--- src/rtl/pin_bank_ctrl_pkg.sv ---
// Shared definitions for the pad/reset glue: sequencer state encodings and
// the default parameter set used by pin_bank_ctrl and pin_sync.
package pin_bank_ctrl_pkg;

   typedef enum logic [1:0] {
      SEQ_HOLD    = 2'd0,
      SEQ_STRETCH = 2'd1,
      SEQ_RUN     = 2'd2,
      SEQ_SWRES   = 2'd3
   } seq_state_e;

   localparam int DEF_PORTS         = 2;
   localparam int DEF_WIDTH         = 32;
   localparam int DEF_SYNC_STAGES   = 2;
   localparam int DEF_RST_CYCLES    = 16;
   localparam int DEF_SW_RST_CYCLES = 4;
   localparam int DEF_CNT_W         = 24;

endpackage

--- src/rtl/pin_sync.sv ---
// One bank of pad input synchronisers plus a registered "any pin changed"
// strobe comparing the synchronised value against the previous cycle.
module pin_sync
   import pin_bank_ctrl_pkg::*;
#(
   parameter int WIDTH       = DEF_WIDTH,
   parameter int SYNC_STAGES = DEF_SYNC_STAGES
) (
   input  logic             clk,
   input  logic             res,
   input  logic             chg_en,
   input  logic [WIDTH-1:0] pad_in,
   output logic [WIDTH-1:0] pin_in,
   output logic             pin_chg
);

   logic [SYNC_STAGES-1:0][WIDTH-1:0] stage_q, stage_d;
   logic [WIDTH-1:0]                  prev_q, prev_d;
   logic                              chg_q, chg_d;

   always_comb begin
      stage_d = {stage_q[SYNC_STAGES-2:0], pad_in};
      prev_d  = stage_q[SYNC_STAGES-1];
      // chg_en follows the sequencer's next state so the strobe is never
      // visible while run is low.
      chg_d   = chg_en && (stage_q[SYNC_STAGES-1] != prev_q);
   end

   always_ff @(posedge clk) begin
      if (res) begin
         stage_q <= '0;
         prev_q  <= '0;
         chg_q   <= 1'b0;
      end else begin
         stage_q <= stage_d;
         prev_q  <= prev_d;
         chg_q   <= chg_d;
      end
   end

   assign pin_in  = stage_q[SYNC_STAGES-1];
   assign pin_chg = chg_q;

endmodule

--- src/rtl/pin_bank_ctrl.sv ---
// Pad/reset glue between the FPGA pads and the core: reset stretcher and
// software-reset sequencer, gated pad output registers, input synchronisers.
module pin_bank_ctrl
   import pin_bank_ctrl_pkg::*;
#(
   parameter int PORTS         = DEF_PORTS,
   parameter int WIDTH         = DEF_WIDTH,
   parameter int SYNC_STAGES   = DEF_SYNC_STAGES,
   parameter int RST_CYCLES    = DEF_RST_CYCLES,
   parameter int SW_RST_CYCLES = DEF_SW_RST_CYCLES,
   parameter int CNT_W         = DEF_CNT_W
) (
   input  logic                   clk,
   input  logic                   res,
   input  logic                   sw_res,
   input  logic [PORTS*WIDTH-1:0] pin_out,
   input  logic [PORTS*WIDTH-1:0] pin_dir,
   input  logic [PORTS*WIDTH-1:0] pad_in,
   output logic [PORTS*WIDTH-1:0] pad_o,
   output logic [PORTS*WIDTH-1:0] pad_oe,
   output logic [PORTS*WIDTH-1:0] pin_in,
   output logic [PORTS-1:0]       pin_chg,
   output logic                   nres,
   output logic                   run
);

   localparam int N = PORTS * WIDTH;
   localparam logic [CNT_W-1:0] RST_LAST = CNT_W'(RST_CYCLES - 1);
   localparam logic [CNT_W-1:0] SW_LAST  = CNT_W'(SW_RST_CYCLES - 1);
   localparam longint CNT_MAX = (64'sd1 <<< CNT_W) - 64'sd1;

   generate
      if (PORTS < 1 || PORTS > 4) begin : g_bad_ports
         $error("pin_bank_ctrl: PORTS must be 1..4");
      end
      if (SYNC_STAGES < 2 || SYNC_STAGES > 4) begin : g_bad_sync
         $error("pin_bank_ctrl: SYNC_STAGES must be 2..4");
      end
      if (CNT_W < 1 || CNT_W > 62 || RST_CYCLES < 1 || longint'(RST_CYCLES) > CNT_MAX) begin : g_bad_rst
         $error("pin_bank_ctrl: RST_CYCLES must be 1..2**CNT_W-1");
      end
      if (SW_RST_CYCLES < 1 || (CNT_W <= 62 && longint'(SW_RST_CYCLES) > CNT_MAX)) begin : g_bad_swrst
         $error("pin_bank_ctrl: SW_RST_CYCLES must be >=1 and fit in CNT_W bits");
      end
   endgenerate

   seq_state_e       state_q, state_d;
   logic [CNT_W-1:0] cnt_q, cnt_d;
   logic             nres_q, nres_d;
   logic             run_q, run_d;
   logic [N-1:0]     pad_o_q, pad_o_d;
   logic [N-1:0]     pad_oe_q, pad_oe_d;

   always_comb begin
      state_d = state_q;
      cnt_d   = cnt_q;
      case (state_q)
         SEQ_HOLD: begin
            state_d = SEQ_STRETCH;
            cnt_d   = '0;
         end
         SEQ_STRETCH: begin
            if (cnt_q == RST_LAST) begin
               state_d = SEQ_RUN;
               cnt_d   = '0;
            end else begin
               cnt_d = cnt_q + CNT_W'(1);
            end
         end
         SEQ_RUN: begin
            if (sw_res) begin
               state_d = SEQ_SWRES;
               cnt_d   = '0;
            end
         end
         SEQ_SWRES: begin
            // Saturate at the minimum hold, then wait for the request to drop.
            if (cnt_q < SW_LAST) begin
               cnt_d = cnt_q + CNT_W'(1);
            end else if (!sw_res) begin
               state_d = SEQ_RUN;
               cnt_d   = '0;
            end
         end
         default: begin
            state_d = SEQ_HOLD;
            cnt_d   = '0;
         end
      endcase

      // Outputs are registered from the next state so nres, run and the pad
      // gating all change on the same edge as the state itself.
      run_d    = (state_d == SEQ_RUN);
      nres_d   = run_d;
      pad_o_d  = pin_out & {N{run_d}};
      pad_oe_d = pin_dir & {N{run_d}};
   end

   always_ff @(posedge clk) begin
      if (res) begin
         state_q  <= SEQ_HOLD;
         cnt_q    <= '0;
         nres_q   <= 1'b0;
         run_q    <= 1'b0;
         pad_o_q  <= '0;
         pad_oe_q <= '0;
      end else begin
         state_q  <= state_d;
         cnt_q    <= cnt_d;
         nres_q   <= nres_d;
         run_q    <= run_d;
         pad_o_q  <= pad_o_d;
         pad_oe_q <= pad_oe_d;
      end
   end

   for (genvar gi = 0; gi < PORTS; gi++) begin : g_bank
      pin_sync #(
         .WIDTH       (WIDTH),
         .SYNC_STAGES (SYNC_STAGES)
      ) u_sync (
         .clk     (clk),
         .res     (res),
         .chg_en  (run_d),
         .pad_in  (pad_in[gi*WIDTH +: WIDTH]),
         .pin_in  (pin_in[gi*WIDTH +: WIDTH]),
         .pin_chg (pin_chg[gi])
      );
   end

   assign pad_o  = pad_o_q;
   assign pad_oe = pad_oe_q;
   assign nres   = nres_q;
   assign run    = run_q;

endmodule

--- config.mk ---
export PLATFORM = sky130hd
export DESIGN_NAME = pin_bank_ctrl
export DESIGN_NICKNAME = d
export VERILOG_FILES = /design/src/rtl/pin_bank_ctrl_pkg.sv /design/src/rtl/pin_sync.sv /design/src/rtl/pin_bank_ctrl.sv
export SDC_FILE = /design/constraint.sdc
export NUM_CORES = 1
export LEC_CHECK = 0
export ABC_AREA = 1
export BUFFER_PORTS_ARGS = -buffer_cell sky130_fd_sc_hd__buf_2
export CAP_MARGIN = 20
export CORE_ASPECT_RATIO = 0.9
export CORE_UTILIZATION = 50
export CTS_CLUSTER_DIAMETER = 150
export CTS_CLUSTER_SIZE = 14
export DETAILED_ROUTE_END_ITERATION = 10
export GPL_TIMING_DRIVEN = 1
export PLACE_DENSITY = 0.79
export SLEW_MARGIN = 15
export SYNTH_ARGS = -nofsm -noshare
export SYNTH_HDL_FRONTEND = slang
export SYNTH_SLANG_ARGS = --single-unit
export TNS_END_PERCENT = 10
--- constraint.sdc ---
create_clock -name clk -period 1.9 [get_ports clk]
set_clock_uncertainty 0.05 [all_clocks]
set_input_delay 0.095 -clock clk [delete_from_list [all_inputs] [get_ports clk]]
set_output_delay 0.095 -clock clk [all_outputs]
set_load 0.01 [all_outputs]
# Word level (Yosys, flattened, before mapping)
# Index checks and enable logic that the tools add are counted.
# word_totals
output_inout_bits,196
ff_bits,349
word_cells,40
# classes
add_sub_neg,1
reduce_logical,4
order_cmp,1
n_bitwise,2
mux,10
n_eq_ne,9
# ops
cell,n
$and 64x64->64,2
$mux 24,4
$pmux 24 s4,1
$ne 32x32->1,2
$add 24x1->24 const B,1
$eq 24x4->1 const B,1
$lt 24x2->1 const B,1
$mux 2,4
$pmux 2 s4,1
$eq 2x2->1 const B,3
$ne 3x3->1 const B,1
$eq 2x1->1 const B,1
$logic_and 1x1->1,2
$logic_not 2->1,1
$ne 2x2->1 const B,1
$reduce_and 2->1,1

# Depth between registers and ports, before layout
# Gate-level depths: netlist (run 1).
# depth
ltp_word,5
mapped_depth,11
depth_no_buf,9

# Modules after synthesis
# Synthesis (run 1) repeated with hierarchy kept, for this count alone.
# hier_totals
hier_cells,1613
hier_area_um2,12797.3
# by_module_without_submodules
module,area_per_inst_um2,n_inst,cells_each
pin_sync,3309.4,2,453
pin_bank_ctrl,6178.4,1,707

# Worst setup path after synthesis (run 1)
# OpenSTA, ideal clock, no wires.
# synth_timing
path_type,register to register
start,register cnt_q[0]
end,register pad_o_q[0] (netlist: pad_o[0])
n_path_buf,2
t_required_ps,1788
stages_incl_launch_ff,10
arrival_ps,1584
synth_period_minus_slack_ps,1696
path_slack_ps,204
setup_ps,62
path_cell_list,dfxtp_1 > ha_1 > nand3_2 > nor2_2 > nand3_2 > o21bai_4 > nand3_4 > buf_8 > buf_6 > nor2_2
# synth_via
elab_chain_cells,5
# synth_lines
item,line_no,source
start: declaration,pin_bank_ctrl.sv:48,"logic [CNT_W-1:0] cnt_q, cnt_d;"
start signal: assignment,pin_bank_ctrl.sv:109,cnt_q <= cnt_d;
$lt 24x2->1 or $eq 24x4->1 (tied branches),"pin_bank_ctrl.sv:78, pin_bank_ctrl.sv:63",
$mux 2 (on tied branches),"pin_bank_ctrl.sv:78, pin_bank_ctrl.sv:63",
$pmux 2 s4 (*),pin_bank_ctrl.sv:57,case (state_q)
$eq 2x2->1 (*),pin_bank_ctrl.sv:93,run_d = (state_d == SEQ_RUN);
$and 64x64->64 (*),pin_bank_ctrl.sv:95,pad_o_d = pin_out & {N{run_d}};
end signal: assignment,pin_bank_ctrl.sv:112,pad_o_q <= pad_o_d;
end: declaration,pin_bank_ctrl.sv:51,"logic [N-1:0] pad_o_q, pad_o_d;"
# Every way passes the cells marked *; elsewhere a longest branch is shown, timed or not.
# A chain may end at the register's enable or synchronous reset.

# Worst setup path after layout (run 1)
# layout_timing
start,register cnt_q[20]
end,register pad_o_q[25] (netlist: pad_o[25])
# Same word-level chain as after synthesis.

==> results of run 1 <==
-- critical path, delay by kind of cell (launching register included) --
family / cells / cell delay (ns)
and+or+nand+nor: 6 / 0.80
buffers and inverters: 2 / 0.40
DFF: 1 / 0.36
AOI/OAI and AO/OA: 1 / 0.20
-- cell type report --
type | instances | area (um^2)
Multi-Input combinational cell | 672 | 3320
Clock buffer | 29 | 704
Tap cell | 297 | 372
Inverter | 343 | 1290
Sequential cell | 349 | 7000
Timing Repair Buffer | 617 | 4390
Clock inverter | 1 | 16.3
Antenna cell | 7 | 17.5
Fill cell | 1458 | 5730
-- kinds of logic after synthesis --
| logic type | count (synthesis) | synth area share [%] |
|---|---|---|
| buffers and inverters | 389 | 13.2 |
| AND/OR/NAND/NOR | 576 | 21.3 |
| AO/OA/AOI/OAI | 32 | 1.57 |
| flip-flops | 349 | 59.1 |
| XOR/XNOR | 63 | 4.67 |
| adder cells (fa/ha/maj) | 1 | 0.106 |
-- stage by stage --
stage / power [mW] / setup TNS [ns]
2_1_floorplan: 8.12 / 0
3_3_place_gp: 8.47 / 0
3_5_place_dp: 8.49 / 0
4_1_cts: 13.8 / 0
5_1_grt: 14.3 / -0.417
6_report: 13.8 / 0
-- worst paths after layout --
check | from | end | slack [ns] | cells after the start
min | pad_in[0] | g_bank[0].u_sync.stage_d[32]$_SDFF_PP0_ | 0.23 | 4
max reg2reg | cnt_q[20]$_SDFFE_PP0P_ | pad_o[25]$_SDFF_PP0_ | 0.02 | 9
max | cnt_q[20]$_SDFFE_PP0P_ | pad_o[25]$_SDFF_PP0_ | 0.02 | 9
min reg2reg | g_bank[0].u_sync.stage_d[41]$_SDFF_PP0_ | g_bank[0].u_sync.pin_in[9]$_SDFF_PP0_ | 0.34 | 2
-- cell usage in the layout (no fill, tap or decap), drive strengths merged --
master and n:
or2 6, a31o 1, clkbuf 36, ha 1, dlygate4sd3 198, and2 1, diode 7, dfxtp 349
a21oi 25, xor2 33, o21ai 2, o21bai 4, nand3b 3, nor2 403, clkinv 1, nand4 13
nand2 117, nand3 33, xnor2 30, inv 343, buf 412
-- state kept, by name, summed over array words and instances (netlist names) --
signal	cells
g_bank.u_sync.pin_in	64
pad_oe	64
g_bank.u_sync.prev_q	64
run	1
state_q	2
cnt_q	24
g_bank.u_sync.pin_chg	2
g_bank.u_sync.stage_d	64
pad_o	64
-- where the power goes --
part           total, mW  internal, mW  leakage, nW  switching (mW)
logic               1.15         0.614         5.69           0.535
clock network       5.08          2.61        0.353            2.47
registers           7.58          7.48         2.85          0.0934
total               13.8          10.7         8.90            3.10
-- timing repair --
item                       4_1_cts  5_1_grt
hold endpoints to repair       225        0
setup buffers                    0        3
resized for setup                0       24
hold buffers                   198        0
setup endpoints to repair        0      131
-- layer usage --
| metal | GRT usage, % | vias to the layer above |
|---|---|---|
| li1 | - | 5182 |
| met1 | 29.6 | 4905 |
| met2 | 51.1 | 471 |
| met3 | 6.12 | 164 |
| met4 | 18.8 | 0 |
| met5 | 0 | - |
==> results by group, run 1 <==
Run status
  • Status: complete, no violations

GRT
  • Pin count of the biggest net entering global routing: 79
  • Initial antenna violation count: 7
  • GRT Total Usage: between 20 and 30%
  • Vias in the first global route: around 11,000
  • Grt ovf: 0
  • First-pass GRT wire length: approximately 54,000 um

Timing
  • Minimum clock period: 1.88 ns
  • Worst slew pin tran: ~0.38 ns
  • Final Max Tran Viols: 0
  • Max Freq: around 530 MHz
  • Final setup fails: 0
  • Final hold vios: 0
  • Slew HR: 74.5%
  • Period utilization: a little over nine tenths
  • RSZ-0062 raised after global routing: yes
  • Final worst slack: ~0.020 ns
  • Hold WS: around 0.23 ns

Yosys
  • Post-Syn Area: 11,800 um^2
  • Post-synthesis sequential area ratio: between 50% and 60%
  • Avg Inst Size Synth: 8.38 um^2
  • Number of synthesized register bits: between 300 and 400
  • Most common cell in the synthesized netlist: dfxtp_1
  • Yosys Warn Count: 0
  • Post-synth top flop: dfxtp_1
  • Post-synth top area share: 59.1%
  • Most instantiated cells after synthesis: 349 x dfxtp_1, 343 x inv_1, 311 x nor2_1
  • Syn Inst Count: approximately 1,400
  • Synthesized Nets: 1,606
  • Yosys top cell by area: dfxtp_1
  • Post-synth EDFFs: 0
  • Async S/R FF share, synth: 0%
  • Distinct cell type count after synthesis: 26
  • Synth top area cells: dfxtp_1 59%, inv_1 11%, nor2_1 9.9%

Routing
  • Residual DRC: 0
  • Detailed Route WL: about 37,000 um
  • DR WL met2: about 19,000 um
  • Vias per inst: roughly 4.6
  • Met1 WL: ~13,000 um
  • Top layer used by detailed routing: met4
  • Detailed Routing Iterations Pass 1: 5
  • DRT iter0 DRCs: ~730
  • Met3 wire length: approximately 2500 um
  • Number of antenna-violating nets in the routed design: 0
  • Wirelength per Cell: 16.0 um
  • Via count: 10,700

Setup path
  • CP startpoint kind: flip-flop
  • Most common cell type on the critical path: clkbuf_16
  • Critical-path cell list: nor2_1 -> nand2_1 -> nor2_4 -> nand3_2 -> o21bai_4 -> nand3_4 -> clkbuf_16 -> clkbuf_16 -> nor2_2
  • CP Class: flip-flop to flip-flop
  • Worst path slowest cell: dfxtp_1
  • Crit end category: flip-flop
  • Worst EP arrival: 2.31 ns
  • Crit-path max cell delay: around 0.36 ns
  • CP Max Fanout: 10
  • Required time worst endpoint: 2.33 ns

Finish
  • Design Area, Final: 17,100 um^2
  • Final cell count without fillers: around 2,300
  • Layout cells sized above 1: about 28%
  • Area grow syn2layout: 44.7%
  • Layout Nets: between 2,000 and 2,500
  • Fin util: between 70% and 80%

Placement
  • Placed inst area: 14,100 um^2
  • Hpwl dp: ~21,000 um
  • Place WS: a little over 0.06 ns
  • Dpl cells: slightly above 2,000
  • Buffers on Ports: 390
  • Final Wtd Congestion: between 0.8 and 0.9

CTS
  • CTS tree: yes
  • Clk sink count: 349
  • CTS buffer count: 28
  • CTS Buffer Depth: 3
  • Worst-path clk slew: about 0.07 ns
  • H-tree depth: 1
  • CTS Root Cell: clkbuf_16
  • Worst-skew pair later-pin latency: ~0.54 ns

Power and ir drop
  • P_leak: a little under 9 nW
  • Pwr Density: about 810 nW/um^2
  • Peak supply drop: between 0.0008 and 0.0009 V

Floorplan
  • Die Span X: about 160 um
  • Initial core utilization: between 50% and 60%
  • Ports: 391
  • Core area: about 23,000 um^2
  • Die height: between 100 and 150 um
  • Site row count: 52
  • Die ar.: between 20,000 and 25,000 um^2

Min path
  • Hold crit path type: primary input to flip-flop

Job
  • Max-cap violations: 0
Note: power is estimated with default switching activity, not from simulation.
==> run 2, diff against run 1 <==
--- a/config.mk
+++ b/config.mk
@@ -11,3 +11,3 @@
 export CORE_ASPECT_RATIO = 0.9
-export CORE_UTILIZATION = 50
+export CORE_UTILIZATION = 52
 export CTS_CLUSTER_DIAMETER = 150
@@ -16,3 +16,3 @@
 export GPL_TIMING_DRIVEN = 1
-export PLACE_DENSITY = 0.79
+export PLACE_DENSITY = 0.82
 export SLEW_MARGIN = 15
==> constraint.sdc (replaced) <==
create_clock -name clk -period 2.4 [get_ports clk]
set_clock_uncertainty 0.05 [all_clocks]
set_input_delay 0.12 -clock clk [delete_from_list [all_inputs] [get_ports clk]]
set_output_delay 0.12 -clock clk [all_outputs]
set_load 0.05 [all_outputs]
==> results by group, run 2 (synthesis results as in run 1) <==
Run status
  • Status: complete, no violations

Timing
  • Final Max Tran Viols: 0 (unchanged)
  • RSZ-0062 raised after global routing: no
  • Worst slew pin tran: 0.790 ns (+0.409 ns)
  • Post-Route Setup TNS: 0 ns (unchanged)
  • Slew HR: 47.3% (-27 points)
  • Final setup fails: 0 (unchanged)
  • Minimum clock period: 2.23 ns (+0.348 ns)
  • Period utilization: 92.8% (-6.1 points)
  • Max Freq: 449 MHz (-16%)
  • Final hold vios: 0 (unchanged)

GRT
  • Vias in the first global route: 10,800 (+0.99%)
  • GRT Total Usage: 30.1% (+1.7 points)
  • Initial antenna violation count: 13 (+6)
  • Grt ovf: 0 (unchanged)
  • Pin count of the biggest net entering global routing: 186 (+140%)
  • First-pass GRT wire length: 54,800 um (+2.0%)

Setup path
  • Critical-path cell list: ha_2 -> nand3_2 -> nor2_2 -> nand3_2 -> o21bai_4 -> nand3_4 -> buf_4 -> nor2_2
  • CP Class: flip-flop to flip-flop
  • CP Max Fanout: 15 (+5)
  • Crit-path max cell delay: 0.38 ns (+0.02 ns)
  • Required time worst endpoint: 2.79 ns (+0.46 ns)
  • Worst Path Buf+Inv: 1 (-1)
  • CP startpoint kind: flip-flop
  • Crit end category: flip-flop
  • Family with the most delay on the worst path: simple AND/OR/NAND/NOR gates
  • Worst path slowest cell: dfxtp_1
  • Worst EP arrival: 2.62 ns (+0.31 ns)
  • R2R depth: 8 (-1)
  • Levels on crit path: 8 (-1)

Routing
  • DRT iter0 DRCs: 830 (+13%)
  • Detailed Route WL: 36,800 um (-0.84%)
  • Residual DRC: 0 (unchanged)
  • Vias per inst: 4.67 (+0.91%)
  • Wirelength per Cell: 16.0 um (-0.41%)
  • Number of antenna-violating nets in the routed design: 0 (unchanged)
  • Detailed Routing Iterations Pass 1: 5 (unchanged)
  • Via count: 10,800 (+0.48%)

Power and ir drop
  • Peak supply drop: 0.000521 V (-37%)
  • P_leak: 8.74 nW (-1.7%)
  • Pwr Density: 660 nW/um^2 (-18%)
  • Pwr Total: 11.1 mW (-20%)

CTS
  • H-tree depth: 1 (unchanged)
  • CTS buffer count: 28 (unchanged)
  • CTS Buffer Depth: 3 (unchanged)
  • Clk sink count: 349 (unchanged)
  • CTS tree: yes
  • CTS Root Cell: clkbuf_16
  • Worst-path clk slew: 0.07 ns (about the same)
  • Worst-skew pair later-pin latency: 0.55 ns (about the same)

Floorplan
  • Die ar.: 23,300 um^2 (-3.8%)
  • Site row count: 51 (-1.9%)
  • Die Span X: 161 um (-1.9%)
  • Die height: 145 um (-1.9%)
  • Ports: 391 (unchanged)
  • Initial core utilization: 53.8% (+2.1 points)
  • Core area: 22,000 um^2 (-3.9%)

Min path
  • Hold Crit Depth: 4 (unchanged)
  • Hold crit path type: primary input to flip-flop

Finish
  • Area grow syn2layout: 42.3%
  • Most frequent cells in the layout: 389 x buf_2, 349 x dfxtp_1, 343 x inv_1
  • FF/Latch Area: 6990 um^2 (-0.14%)
  • Multi-input gate area: 3270 um^2 (-1.4%)
  • Fillcell total: 1,388 (-4.8%)
  • Layout cells sized above 1: 26.6% (-1.6 points)
  • Most common cell after layout, fill and taps aside: buf_2
  • Layout Nets: 2,197 (-0.45%)

Placement
  • Buffers on Ports: 390 (unchanged)
  • Hpwl dp: 20,300 um (-3.2%)
  • Final Wtd Congestion: 0.949 (+5.4%)

Job
  • Max-cap violations: 0 (unchanged)
run 2: cell types whose count changed in the layout (fill, tap and decap cells not counted), moves of 2 or more:
cell	change
buf_16	-3
buf_4	-8
buf_6	-2
clkbuf_16	-7
dfxtp_1	+8
dfxtp_2	-8
diode_2	+6
dlygate4sd3_1	+10
nor2_1	+6
nor2_2	-3
nor2_4	-3
run 2: worst register-to-register path, cell delays in order (launching register included):
cell and delay (ns):
dfxtp_1 0.38, ha_2 0.26, nand3_2 0.13, nor2_2 0.16, nand3_2 0.12, o21bai_4 0.18, nand3_4 0.25, buf_4 0.32
nor2_2 0.28
run 2: final cells by class:
cell class / instances / share of cell area [%]
Clock inverter: 1 / 0.0967
Multi-Input combinational cell: 672 / 19.4
Antenna cell: 13 / 0.193
Timing Repair Buffer: 607 / 24.7
Sequential cell: 349 / 41.5
Clock buffer: 29 / 4.19
Inverter: 343 / 7.66
Tap cell: 291 / 2.16
run 2: stage by stage:
stage | hold slack, ns | cells | worst slack (ns) | util [%] | cell area [um^2]
global placement | 0.269 | 2054 | 0.449 | 63.7 | 14000
CTS | 0.239 | 2292 | 0.348 | 76.5 | 16800
detailed placement | 0.276 | 2054 | 0.370 | 63.7 | 14000
floorplan | 0.177 | 1410 | 0.704 | - | 11800
finish | 0.269 | 2305 | 0.172 | 76.6 | 16800
global route | 0.267 | 2305 | 0.0365 | 76.6 | 16800
run 2: path summary, 6_finish.rpt:
check / from / to / slack [ns]
max: cnt_q[0]$_SDFFE_PP0P_ / pad_o[24]$_SDFF_PP0_ / 0.17
min: pad_in[31] / g_bank[0].u_sync.stage_d[63]$_SDFF_PP0_ / 0.27
max reg2reg: cnt_q[0]$_SDFFE_PP0P_ / pad_o[24]$_SDFF_PP0_ / 0.17
min reg2reg: g_bank[0].u_sync.stage_d[44]$_SDFF_PP0_ / g_bank[0].u_sync.pin_in[12]$_SDFF_PP0_ / 0.34
run 2: metal layers:
metal	vias to the layer above	wire length (um)	GRT usage, %
met2	485	19300	57.0
met5	-	0	0
li1	5159	-	-
met4	0	2590	18.8
met3	183	2270	5.57
met1	4946	12700	29.8
run 2: what timing repair did:
action                     4_1_cts  5_1_grt
hold buffers                   208        0
resized for setup                0        1
buffers inserted                 0        0
hold endpoints to repair       210        0
setup endpoints to repair        0        1
run 2: power by group:
part | switching [mW] | internal, mW | leakage [nW] | total [mW]
Combinational | 0.559 | 0.489 | 5.55 | 1.05
Clock | 1.99 | 2.07 | 0.353 | 4.06
Sequential | 0.0757 | 5.92 | 2.84 | 6.00
